===== src/rtl/uart_pkg.sv =====
`default_nettype none
// ============================================================================
// Module   : uart_pkg
// Brief    : Shared UART defaults, state encoding and bit-timing helpers.
// Revision : 1.0 - initial release
// ============================================================================
package uart_pkg;

  localparam int unsigned DEF_CLK_FREQ  = 27_000_000;
  localparam int unsigned DEF_BOUD_RATE = 9600;
  localparam int unsigned DATA_BITS     = 8;

  typedef enum logic [1:0] {
    S_IDLE  = 2'd0,
    S_START = 2'd1,
    S_DATA  = 2'd2,
    S_STOP  = 2'd3
  } uart_state_t;

  function automatic int unsigned calc_cycle(input int unsigned clk_freq,
                                             input int unsigned baud);
    return clk_freq / baud;
  endfunction

  function automatic int unsigned calc_half(input int unsigned clk_freq,
                                            input int unsigned baud);
    return (clk_freq / baud) / 2;
  endfunction

endpackage
`default_nettype wire


===== src/rtl/uart_rx_if.sv =====
`default_nettype none
// ============================================================================
// Module   : uart_rx_if
// Brief    : Serial line input and decoded byte outputs of the UART receiver.
// Revision : 1.0 - initial release
// ============================================================================
interface uart_rx_if;
  logic       rx_pin;
  logic [7:0] data;
  logic       valid;
  logic       frame_err;
  logic       busy;

  modport master (output rx_pin, input data, valid, frame_err, busy);
  modport slave  (input rx_pin, output data, valid, frame_err, busy);
endinterface
`default_nettype wire


===== src/rtl/uart_rx_sync.sv =====
`default_nettype none
// ============================================================================
// Module   : uart_rx_sync
// Brief    : 2-FF synchroniser, falling-edge detect and sample selection.
//            Optional 3-tap majority filter: UART_RX_MAJORITY_EN.
// Revision : 1.0 - initial release
// ============================================================================
module uart_rx_sync (
  input  wire logic clk,
  input  wire logic rst_n,
  input  wire logic rx_pin,
  output logic      sample,
  output logic      fall_edge
);

  logic r_meta;
  logic r_rx_s;
  logic r_rx_d;

  // Flops reset to 1 so a reset never looks like a start edge.
  always_ff @(posedge clk) begin
    if (!rst_n) begin
      r_meta <= 1'b1;
      r_rx_s <= 1'b1;
      r_rx_d <= 1'b1;
    end else begin
      r_meta <= rx_pin;
      r_rx_s <= r_meta;
      r_rx_d <= r_rx_s;
    end
  end

  assign fall_edge = r_rx_d & ~r_rx_s;

`ifdef UART_RX_MAJORITY_EN
  logic r_rx_d2;

  always_ff @(posedge clk) begin
    if (!rst_n) r_rx_d2 <= 1'b1;
    else        r_rx_d2 <= r_rx_d;
  end

  assign sample = (r_rx_s & r_rx_d) | (r_rx_s & r_rx_d2) | (r_rx_d & r_rx_d2);
`else
  assign sample = r_rx_s;
`endif

endmodule
`default_nettype wire


===== src/rtl/uart_rx.sv =====
`default_nettype none
// ============================================================================
// Module   : uart_rx
// Brief    : 8N1 UART receiver, mid-bit sampling, valid/frame_err pulses.
//            Optional majority filter via UART_RX_MAJORITY_EN (in uart_rx_sync).
// Revision : 1.0 - initial release
// ============================================================================
module uart_rx
  import uart_pkg::*;
#(
  parameter int unsigned CLK_FREQ  = DEF_CLK_FREQ,
  parameter int unsigned BOUD_RATE = DEF_BOUD_RATE
) (
  input wire logic  clk,
  input wire logic  rst_n,
  uart_rx_if.slave  rx_if
);

  localparam logic [15:0] c_cycle_last = 16'(calc_cycle(CLK_FREQ, BOUD_RATE) - 1);
  localparam logic [15:0] c_half_last  = 16'(calc_half(CLK_FREQ, BOUD_RATE) - 1);
  localparam logic [3:0]  c_last_bit   = 4'(DATA_BITS - 1);

  logic w_sample;
  logic w_fall_edge;

  uart_rx_sync u_sync (
    .clk       (clk),
    .rst_n     (rst_n),
    .rx_pin    (rx_if.rx_pin),
    .sample    (w_sample),
    .fall_edge (w_fall_edge)
  );

  uart_state_t r_state, w_state;
  logic [15:0] r_cycle, w_cycle;
  logic [3:0]  r_bit,   w_bit;
  logic [7:0]  r_shift, w_shift;
  logic [7:0]  r_data,  w_data;
  logic        r_valid, w_valid;
  logic        r_frame_err, w_frame_err;

  always_ff @(posedge clk) begin
    if (!rst_n) begin
      r_state     <= S_IDLE;
      r_cycle     <= '0;
      r_bit       <= '0;
      r_shift     <= '0;
      r_data      <= '0;
      r_valid     <= 1'b0;
      r_frame_err <= 1'b0;
    end else begin
      r_state     <= w_state;
      r_cycle     <= w_cycle;
      r_bit       <= w_bit;
      r_shift     <= w_shift;
      r_data      <= w_data;
      r_valid     <= w_valid;
      r_frame_err <= w_frame_err;
    end
  end

  always_comb begin
    w_state     = r_state;
    w_cycle     = r_cycle + 16'd1;
    w_bit       = r_bit;
    w_shift     = r_shift;
    w_data      = r_data;
    w_valid     = 1'b0;
    w_frame_err = 1'b0;
    case (r_state)
      S_IDLE: begin
        w_cycle = '0;
        if (w_fall_edge) w_state = S_START;
      end
      S_START: begin
        // Half a bit in: a line already back high was only a glitch.
        if (r_cycle == c_half_last) begin
          w_cycle = '0;
          if (!w_sample) begin
            w_bit   = '0;
            w_state = S_DATA;
          end else begin
            w_state = S_IDLE;
          end
        end
      end
      S_DATA: begin
        if (r_cycle == c_cycle_last) begin
          w_cycle             = '0;
          w_shift[r_bit[2:0]] = w_sample;
          if (r_bit == c_last_bit) w_state = S_STOP;
          else                     w_bit   = r_bit + 4'd1;
        end
      end
      S_STOP: begin
        if (r_cycle == c_cycle_last) begin
          w_cycle = '0;
          w_state = S_IDLE;
          if (w_sample) begin
            w_data  = r_shift;
            w_valid = 1'b1;
          end else begin
            w_frame_err = 1'b1;
          end
        end
      end
      default: w_state = S_IDLE;
    endcase
  end

  assign rx_if.data      = r_data;
  assign rx_if.valid     = r_valid;
  assign rx_if.frame_err = r_frame_err;
  assign rx_if.busy      = (r_state != S_IDLE);

endmodule
`default_nettype wire


===== src/flat_wrapper.sv =====
// flat-port wrapper written by rule: the top's interface ports become plain ports
module uart_rx_flat import uart_pkg::*;
#(
  parameter int unsigned CLK_FREQ  = DEF_CLK_FREQ,
  parameter int unsigned BOUD_RATE = DEF_BOUD_RATE
)
  (clk, rst_n, rx_if_rx_pin, rx_if_data, rx_if_valid, rx_if_frame_err, rx_if_busy);
  uart_rx_if rx_if_i ();
  input wire logic clk;
  input wire logic rst_n;
  input wire logic [$bits(rx_if_i.rx_pin)-1:0] rx_if_rx_pin;
  output wire logic [$bits(rx_if_i.data)-1:0] rx_if_data;
  output wire logic [$bits(rx_if_i.valid)-1:0] rx_if_valid;
  output wire logic [$bits(rx_if_i.frame_err)-1:0] rx_if_frame_err;
  output wire logic [$bits(rx_if_i.busy)-1:0] rx_if_busy;
  assign rx_if_i.rx_pin = rx_if_rx_pin;
  assign rx_if_data = rx_if_i.data;
  assign rx_if_valid = rx_if_i.valid;
  assign rx_if_frame_err = rx_if_i.frame_err;
  assign rx_if_busy = rx_if_i.busy;
  uart_rx #(.CLK_FREQ(CLK_FREQ), .BOUD_RATE(BOUD_RATE)) u_core (.clk(clk), .rst_n(rst_n), .rx_if(rx_if_i));
endmodule

===== config.mk =====
export PLATFORM = sky130hd
export DESIGN_NAME = uart_rx_flat
export DESIGN_NICKNAME = d
export VERILOG_FILES = /design/src/rtl/uart_pkg.sv /design/src/rtl/uart_rx_if.sv /design/src/rtl/uart_rx_sync.sv /design/src/rtl/uart_rx.sv /design/src/flat_wrapper.sv
export SDC_FILE = /design/constraint.sdc
export NUM_CORES = 1
export LEC_CHECK = 0
export ABC_AREA = 1
export BUFFER_PORTS_ARGS = -buffer_cell sky130_fd_sc_hd__buf_2
export CORE_ASPECT_RATIO = 1.1
export CORE_MARGIN = 4
export CORE_UTILIZATION = 35
export CTS_CLUSTER_SIZE = 30
export DETAILED_ROUTE_END_ITERATION = 10
export SYNTH_ARGS = -nofsm -noshare
export SYNTH_HDL_FRONTEND = slang
export SYNTH_SLANG_ARGS = --single-unit

===== constraint.sdc =====
create_clock -name clk -period 4.6 [get_ports clk]
set_input_delay 0.92 -clock clk [delete_from_list [all_inputs] [get_ports clk]]
set_output_delay 0.92 -clock clk [all_outputs]
set_load 0.01 [all_outputs]

==> qor.csv <==
metric,value,unit
RSZ-0062 raised after global routing,false,
Seq. cell area,861,sq um
Post-Synthesis Cells,278,
"top cells by area, synth","dfxtp_1, nand2_1, nor2_1, a21oi_1, inv_1",
maximum vdd ir drop,0.135,mV
Crit path required time,4830,ps
Worst-path clk slew,80,ps
library cells used by synthesis,28,
PortBufs,13,
Hold Crit Start,u_core.u_sync.r_meta,
"FFs w/ async S/R, synth",0,
cts repair resizes,0,
largest family of logic cells by synthesized area,simple AND/OR/NAND/NOR gates,
multi-input logic area,948,sq um
crit share post-route,0.426,
die area,6870,sq um
Synth warnings,0,
Final Hold Viols,0,
RD Place Congestion,0.779,
Crit Path Category,flip-flop to flip-flop,
global-route wire length before repair,6710,um
"Power, Total",0.733,mW
most frequent CP cell,nand2_1,
antenna violations before repair,0,
Fin Setup TNS,0,ps
CTS buffer count,5,
Die Wd,79.4,um
Worst-Margin Slew,675,ps
worst skew pair latency,290,ps
Root Buffer,clkbuf_8,
Synth area leader,dfxtp_1,
CP max FO,11,
busiest grt layer,met2,
hold-fix buffers at CTS,0,
Worst Clk Skew,5.29,ps
Final HPWL DP,2690,um
setup ws final,2640,ps
Post-route DRC,0,
Nets,299,
syn avg cell area,7.06,sq um
# IOs,14,
Post-Synth XOR/XNOR Area,0.0313,
Synth Area in Compound Gates,0.0855,
Finish-stage setup viols,0,
Post-Synth Adder-Cell Area,0.0191,
multiplexer area fraction after synthesis,0,
max-cap check violation count,0,
simple-gate share of the synthesized area,0.348,
GRT met3 Usage,0.0322,
final slew viol count,0,
vias per inst,4.48,
Rows,28,
CP startpoint kind,flip-flop,
number of enable flip-flop cells after synthesis,0,
area of the core,5400,sq um
largest net degree at the start of global routing,22,
WL final,3600,um
Post-Syn Nets,284,
post-synthesis sequential area ratio,0.439,
initial detailed-routing violation count,70,
most common cell in the netlist,nand2_1,
grt ovf,0,
Clock Path Buffers,2,
Tot GR Track Use,0.121,
mapped cell area,1960,sq um
"antenna viol nets, final",0,
count of non-filler cells in the finished layout,369,
Vias,1654,
Layout area overhead,11.0,%
DIE HEIGHT,86.5,um
fin crit period,1960,ps
Post-synth top cells,"nand2_1, nor2_1, dfxtp_1",
worst path cell trace,"inv_1, nor2_1, o21ai_0, o21ai_0, inv_1, nor2_4, nand2_1, nand2_1, nand2_1, nor2_1",
status,"complete, no violations",
leakage,0.901,nW
Max-slew headroom,0.548,
area share of the largest cell type after synthesis,0.439,
CP max stage delay,520,ps
Pwr per Cell Area,337,nW/um^2
GR Util met2,0.190,
clk sinks,43,
Worst EP arrival,2190,ps
type of element capturing the critical path,flip-flop,
CTS tree,built,
HP Class,flip-flop to flip-flop,
H-tree depth,2,
Post-Place Setup Slack,2650,ps
register bit total from synthesis,43,
starting density of the core,0.364,
met1 GRT Util,0.154,
vias in the first global route,1576,
detailed-route wire length per cell,9.76,um
"slowest stage cell, crit path",nor2_1,
Max Freq,511,MHz
Pre-Repair DR Iteration Count,4,
filler cell count,586,
Post-CTS Setup Repair Bufs,0,
ant diodes,0,
proportion of layout cells with a drive suffix above 1,0.122,
top_reg_cell synth,dfxtp_1,
# placed instances,361,
critical path: cells and delay by family, from the launching register on:
kind / cells / cell delay [ps]
and+or+nand+nor: 6 / 900
AOI/OAI and AO/OA: 2 / 410
DFF: 1 / 400
buffers and inverters: 2 / 180
worst paths after layout:
path / cells past startpoint / slack [ps] / endpoint
max: 10 / 2640 / u_core.r_bit[2]
min: 1 / 420 / u_core.u_sync.sample
max reg2reg: 10 / 2640 / u_core.r_bit[2]
min reg2reg: 1 / 420 / u_core.u_sync.sample
layout by cell type (no fill, tap or decap):
master,Yosys,final
nand2_1,68,68
nor2_1,44,44
dfxtp_1,43,43
inv_1,28,28
a21oi_1,26,26
nor3_1,13,13
buf_2,1,13
nand3_1,9,9
o21ai_0,6,6
xor2_1,5,5
clkbuf_8,0,5
nand4_1,4,4
clkinv_2,1,4
inv_2,3,3
nand2_2,3,3
or2_0,3,3
ha_1,3,3
nor2_4,2,2
nor2_2,2,2
or2_2,2,2
xnor2_1,2,2
clkinv_1,1,1
nand2_4,1,1
nor3_4,1,1
nor3b_1,1,1
nor4_1,1,1
o31ai_1,1,1
logic make-up after synthesis:
| logic type | after synthesis |
|---|---|
| and+or+nand+nor | 154 |
| DFF | 43 |
| buffers and inverters | 38 |
| AOI/OAI and AO/OA | 33 |
| xor gates and xnor gates | 7 |
| adders and majority gates | 3 |
registers in the layout, summed over array words and instances, names as in the netlist, named ones only:
name / count
u_core.r_cycle: 16
u_core.rx_if.valid: 1
u_core.r_state: 1
u_core.r_bit: 4
u_core.rx_if.data: 8
u_core.u_sync.r_rx_d: 1
u_core.u_sync.sample: 1
u_core.r_shift: 8
u_core.rx_if.frame_err: 1
u_core.u_sync.r_meta: 1
routing by layer:
| metal | vias up | routed length, um |
|---|---|---|
| met2 | 20 | 1470 |
| met1 | 720 | 1940 |
| met5 | - | 0 |
| met3 | 8 | 113 |
| li1 | 906 | - |
| met4 | 0 | 82 |
area by class of cell:
| cell class | instances | area share |
|---|---|---|
| Multi-Input combinational cell | 197 | 0.436 |
| Sequential cell | 43 | 0.395 |
| Inverter | 33 | 0.0575 |
| Tap cell | 75 | 0.0431 |
| Clock buffer | 5 | 0.0316 |
| Timing Repair Buffer | 13 | 0.0299 |
| Clock inverter | 3 | 0.00690 |
through the flow:
stage / hold WS, ps / util / area, sq um
2_1_floorplan: 393 / - / 1960
3_3_place_gp: 404 / 0.388 / 2090
3_5_place_dp: 412 / 0.388 / 2090
4_1_cts: 425 / 0.404 / 2180
5_1_grt: 436 / 0.404 / 2180
6_report: 422 / 0.404 / 2180
power by group:
group	switching [mW]	internal, mW
Clock	0.127	0.104
Sequential	0.0160	0.384
Combinational	0.0717	0.0306
Power figures use the tool's default switching activity.
